### src/rtl/bus_scheduler.sv
// bus_scheduler: 16-cycle time-slot scheduler for the shared system bus / SRAM.
// Each 1 us CPU cycle is one frame: video fetch (slots 0-3), RPi/SPI access
// (slots 4-7), then the 6502 phase (slots 8-15). Every output is a register
// loaded with the value for the *next* slot, so off-chip strobes are glitch-free
// and line up exactly with slot_o.
module bus_scheduler #(
  parameter bit VIDEO_ENABLE = 1'b1,
  parameter int CPU_WE_START = 12
) (
  input  logic       clk_16_i,
  input  logic       reset_i,
  input  logic       spi_valid_i,
  input  logic       spi_rw_ni,
  output logic       spi_ready_o,
  output logic       spi_en_o,
  output logic       spi_rd_latch_o,
  input  logic       video_req_i,
  output logic       video_en_o,
  output logic       video_latch_o,
  input  logic       cpu_ready_i,
  input  logic       bus_rw_ni,
  input  logic       is_readonly_i,
  output logic       clk_cpu_o,
  output logic       cpu_en_o,
  output logic       ram_oe_o,
  output logic       ram_we_o,
  output logic [3:0] slot_o
);

  // ARMED covers slot 4 (address/data setup), ACCESS slots 5-6 (strobes),
  // DONE slot 7 (ready pulse, hold), WAIT_DROP until the bridge releases valid.
  typedef enum logic [2:0] {
    S_IDLE,
    S_ARMED,
    S_ACCESS,
    S_DONE,
    S_WAIT_DROP
  } spi_state_t;

  // Outputs are computed one slot ahead, so the write strobe decode starts
  // one slot before the first slot in which ram_we_o must be high.
  localparam logic [3:0] CPU_WE_FIRST = 4'(CPU_WE_START - 1);

  logic [3:0] slot;
  spi_state_t spi_state;
  logic       spi_rd;       // captured command direction: 1 = read
  logic       video_grant;  // video_req_i sampled at slot 15 of the previous frame
  logic       cpu_grant;    // cpu_ready_i sampled at slot 7 of this frame

  logic spi_accept;
  logic spi_strobe;
  logic video_oe;
  logic cpu_phase;
  logic cpu_rd;
  logic cpu_wr;

  assign slot_o = slot;

  // Decode, from the current slot and state, which strobes the next slot needs.
  // NOTE: combinational decode uses blocking '=' with every signal assigned on
  // each pass; all state lives in the clocked block below and uses '<='.
  always_comb begin
    spi_accept = (spi_state == S_IDLE) && (slot == 4'd3) && spi_valid_i;
    spi_strobe = (spi_state == S_ARMED) ||
                 ((spi_state == S_ACCESS) && (slot == 4'd5));
    video_oe   = video_grant && (slot <= 4'd1);
    cpu_phase  = cpu_grant && (slot >= 4'd8) && (slot <= 4'd14);
    cpu_rd     = cpu_phase && bus_rw_ni;
    cpu_wr     = cpu_phase && !bus_rw_ni && !is_readonly_i &&
                 (slot >= CPU_WE_FIRST) && (slot <= 4'd13);
  end

  // Slot counter, SPI handshake FSM, request sampling and registered outputs.
  always_ff @(posedge clk_16_i) begin
    if (reset_i) begin
      slot           <= 4'd0;
      spi_state      <= S_IDLE;
      spi_rd         <= 1'b0;
      video_grant    <= 1'b0;
      cpu_grant      <= 1'b0;
      spi_ready_o    <= 1'b0;
      spi_en_o       <= 1'b0;
      spi_rd_latch_o <= 1'b0;
      video_en_o     <= 1'b0;
      video_latch_o  <= 1'b0;
      clk_cpu_o      <= 1'b0;
      cpu_en_o       <= 1'b0;
      ram_oe_o       <= 1'b0;
      ram_we_o       <= 1'b0;
    end else begin
      slot <= slot + 4'd1;

      if (slot == 4'd15) video_grant <= VIDEO_ENABLE && video_req_i;
      if (slot == 4'd7)  cpu_grant   <= cpu_ready_i;

      case (spi_state)
        S_IDLE: begin
          if (spi_accept) begin
            spi_state <= S_ARMED;
            spi_rd    <= spi_rw_ni;
          end
        end
        S_ARMED:     spi_state <= S_ACCESS;
        S_ACCESS:    if (slot == 4'd6) spi_state <= S_DONE;
        S_DONE:      spi_state <= S_WAIT_DROP;
        // A level-held valid must be seen low once before a new command is taken.
        S_WAIT_DROP: if (!spi_valid_i) spi_state <= S_IDLE;
        default:     spi_state <= S_IDLE;
      endcase

      video_en_o     <= (slot == 4'd15) ? (VIDEO_ENABLE && video_req_i)
                                        : (video_grant && (slot <= 4'd2));
      video_latch_o  <= video_grant && (slot == 4'd1);

      spi_en_o       <= spi_accept || (spi_state == S_ARMED) ||
                        (spi_state == S_ACCESS);
      spi_rd_latch_o <= (spi_state == S_ACCESS) && (slot == 4'd5) && spi_rd;
      spi_ready_o    <= (spi_state == S_ACCESS) && (slot == 4'd6);

      // phi0 keeps running while the CPU is halted; only BE drops.
      clk_cpu_o      <= (slot >= 4'd7) && (slot <= 4'd14);
      cpu_en_o       <= (slot == 4'd7) ? cpu_ready_i : cpu_phase;

      // Slot ownership is disjoint and each owner drives one direction, so
      // ram_oe_o and ram_we_o can never be high together.
      ram_oe_o       <= video_oe || (spi_strobe && spi_rd) || cpu_rd;
      ram_we_o       <= (spi_strobe && !spi_rd) || cpu_wr;
    end
  end

endmodule

### config.mk
export PLATFORM = sky130hd
export DESIGN_NAME = bus_scheduler
export DESIGN_NICKNAME = d
export VERILOG_FILES = /design/src/rtl/bus_scheduler.sv
export SDC_FILE = /design/constraint.sdc
export NUM_CORES = 1
export LEC_CHECK = 0
export CORE_UTILIZATION = 42
export CTS_CLUSTER_SIZE = 14
export DETAILED_ROUTE_END_ITERATION = 7
export PLACE_DENSITY = 0.84
export SKIP_LAST_GASP = 1
export SYNTH_ARGS = -nofsm -noshare
export SYNTH_HDL_FRONTEND = slang
export SYNTH_SLANG_ARGS = --single-unit
### constraint.sdc
create_clock -name clk_16_i -period 1.35 [get_ports clk_16_i]
set_clock_uncertainty 0.05 [all_clocks]
set_input_delay 0.27 -clock clk_16_i [delete_from_list [all_inputs] [get_ports clk_16_i]]
set_output_delay 0.27 -clock clk_16_i [all_outputs]
set_load 0.1 [all_outputs]
==> results.ini <==
[run_status]
status = finished, violations left
violations = negative setup slack

[route]
detail_route.wl_per_cell_um = 13.8
wl_um = 2000
drtIter0Drc = 29
vias_per_cell = 5.38
dr.pass1.iters = 4
vias = 780
final_antenna_net_count = 0
drcViolationCount = 0

[grt]
overflow = 0
grt_pass1_vias = 742
grt_use_total_pct = 19.8
grt_pass1_wl_um = 3040
antenna_found_initial = 0
grt_max_degree = 13

[cts]
numCtsBuffers = 3
cts_root_buf = clkbuf_4
worstSkewPairLatency_ns = 0.31
cts_tree = built
clock_path_buffers = 2
clkSlewWorstSetupHoldPaths_ns = 0.12
clock-sinks = 19
h-tree-depth = 1

[finish]
drive_above_1_share_pct = 41.7
n_fill_cell = 113
fin_cells = 145
area_growth_pct = 65.5
fin_nets = 133
diodes = 0

[sta]
rsz0062_at_grt = true
period_needed_ns = 1.39
finalHoldViolations = 0
final.setup.worst_slack_ns = -0.0373
slew_viol_final = 0
hold_ws_ns = 0.451
worst-slew-pin-transition_ns = 0.385
setup_violations = 2
timing.fmax_ghz = 0.721
finalSetupTns_ns = -0.0598
post-route-period-util_pct = 103
relSlewSlack_pct = 74.3

[placement]
port_buffers = 20
dp_cells = 139
place_hpwl_um = 1460
routabilityCongestion = 0.766

[synth]
ys_seq_area_share_pct = 44.8
synth-main-ff-cell = dfxtp_1
ys_ff_latch = 19
synth_cell_type_count = 34
synth_warnings = 0
synth_area_um2 = 850
syn_inst = 89
synth.avg_cell_area_um2 = 9.55
synth_edf_count = 0
synth_fp_nets = 101
synthArstFlopShare_pct = 0

[setup_path]
critical-path-top-delay-family = buffers and inverters
slowest_stage = dfxtp_4
crit_required_ns = 1.03
crit_path_max_fanout = 4
cp-end-kind = output port
cpMostUsedCell = buf_6
max_stage_delay_ns = 0.37
worstSetupPathType = flop to output port
crit_chain = buf_6 -> buf_6 -> buf_12
crit_buf_inv = 3
critPathLaunchType = flop
arrival_ns = 1.07

[run]
max_cap_violations = 0

[power]
internal-power_uw = 813
powerDensity_nw_per_um2 = 828
seqPwrFrac_pct = 50.5
p_comb_share_pct = 23.7
p_leak_nw = 0.518
pwr-share-clk_pct = 25.9
netSwitchingFraction_pct = 30.2
peakVddDrop_uv = 672
switchingPower_uw = 352

[floorplanning]
dieArea_um2 = 2210
start_util_pct = 47.2
fp-row-count = 15
io-pin-count = 21
fp.dieW_um = 47.0
core_um2 = 1800
fp.dieH_um = 47.0

[worst_hold_path]
hold_class = flop to flop

## cell usage after synthesis (all sizes together), types with 2 or more instances
| cell | instances | share of area, % |
|---|---|---|
| nor4 | 2 | 1.5 |
| nor3 | 2 | 1.2 |
| inv | 2 | 0.88 |
| xnor2 | 2 | 2.1 |
| nand3 | 6 | 3.5 |
| nor3b | 2 | 1.8 |
| buf | 7 | 5.7 |
| nand2 | 3 | 1.3 |
| nand3b | 3 | 2.7 |
| dfxtp | 19 | 45 |
| nor2b | 3 | 3.1 |
| ha | 4 | 5.9 |
| nand4 | 2 | 1.5 |
| nand2b | 2 | 1.5 |
| nor2 | 9 | 4.0 |
| a21oi | 7 | 4.1 |
## sequential cells by signal, summed over array words and instances, names as in the netlist
register and flops:
ram_oe_o 1, video_grant 1, clk_cpu_o 1, ram_we_o 1
slot_o 4, spi_rd 1, spi_ready_o 1, cpu_grant 1
spi_rd_latch_o 1, spi_en_o 1, video_latch_o 1, spi_state 3
video_en_o 1, cpu_en_o 1
## final cells by class
cell class / instances / area [um2] / share of cell area, %
multi-input combinational: 60 / 484 / 34.4
timing repair buffer: 35 / 458 / 32.6
sequential: 19 / 395 / 28.1
tap: 25 / 31.3 / 2.22
clock buffer: 3 / 22.5 / 1.60
clock inverter: 1 / 7.51 / 0.534
inverter: 2 / 7.51 / 0.534
## cells by family after synthesis
family | count (synthesis) | share of synthesized area (%)
AND/OR/NAND/NOR | 38 | 25.9
flip-flops | 19 | 44.8
AO/OA/AOI/OAI | 14 | 12.1
buffers and inverters | 10 | 7.07
adder cells (fa/ha/maj) | 4 | 5.89
XOR/XNOR | 3 | 3.09
multiplexers | 1 | 1.18
## layer usage
layer | share of wire, % | up-vias | GRT usage, %
met3 | 4.2 | 4 | 2.31
met1 | 43 | 375 | 22.7
met4 | 1.7 | 0 | 12.6
met5 | 0 | - | 0
li1 | - | 379 | -
met2 | 51 | 22 | 34.7
## cell usage in the layout (no fill, tap or decap), types with 3 or more instances in the layout
cell              n
nand3b_1          3
clkdlybuf4s50_1   7
buf_12           13
buf_6             4
buf_4            11
nor2_1            8
nand3_1           4
dfxtp_1          15
ha_4              3
a21oi_1           6
dfxtp_4           4
clkbuf_4          3
nand2_1           3
## power by group through the flow
stage	combinational [mW]	sequential (mW)	clock, mW
after floorplan	0.0796	0.663	0
after global placement	0.248	0.598	0
after detailed placement	0.252	0.599	0
after CTS	0.261	0.587	0.301
after global routing	0.289	0.590	0.323
final	0.276	0.588	0.301
## worst reg2reg max path: cells and delay by family, from the launching register on
kind                     cells  cell delay, ns
buffers and inverters        1            0.08
adder cells (fa/ha/maj)      1            0.14
flip-flops                   1            0.38
AND/OR/NAND/NOR              1            0.04
AO/OA/AOI/OAI                2            0.59
## repair_timing
action,CTS,global route
setup buffers,1,1
hold buffers,0,0
pin swaps,2,3
endpoints found under the setup margin,3,7
gates resized for setup,4,6
## per-stage QoR
stage	setup WS (ns)	total power [mW]	cell area (um2)	util, %
global placement	-0.140	0.846	1310	72.7
detailed placement	-0.194	0.851	1310	72.7
global route	-0.0665	1.20	1410	78.1
CTS	-0.0408	1.15	1360	75.3
finish	-0.0373	1.16	1410	78.1
floorplan	-0.196	0.742	907	-
## worst paths after layout
check	to	slack [ns]	start	depth (start not counted)
worst max-delay path	slot_o[1]	-0.04	slot_o[1]	3
worst min-delay path	cpu_grant	0.45	cpu_grant	2
worst max register to register	ram_we_o	-0.02	slot_o[0]	5
worst min register to register	cpu_grant	0.45	cpu_grant	2
No activity file was read; power rests on OpenSTA's default activity.
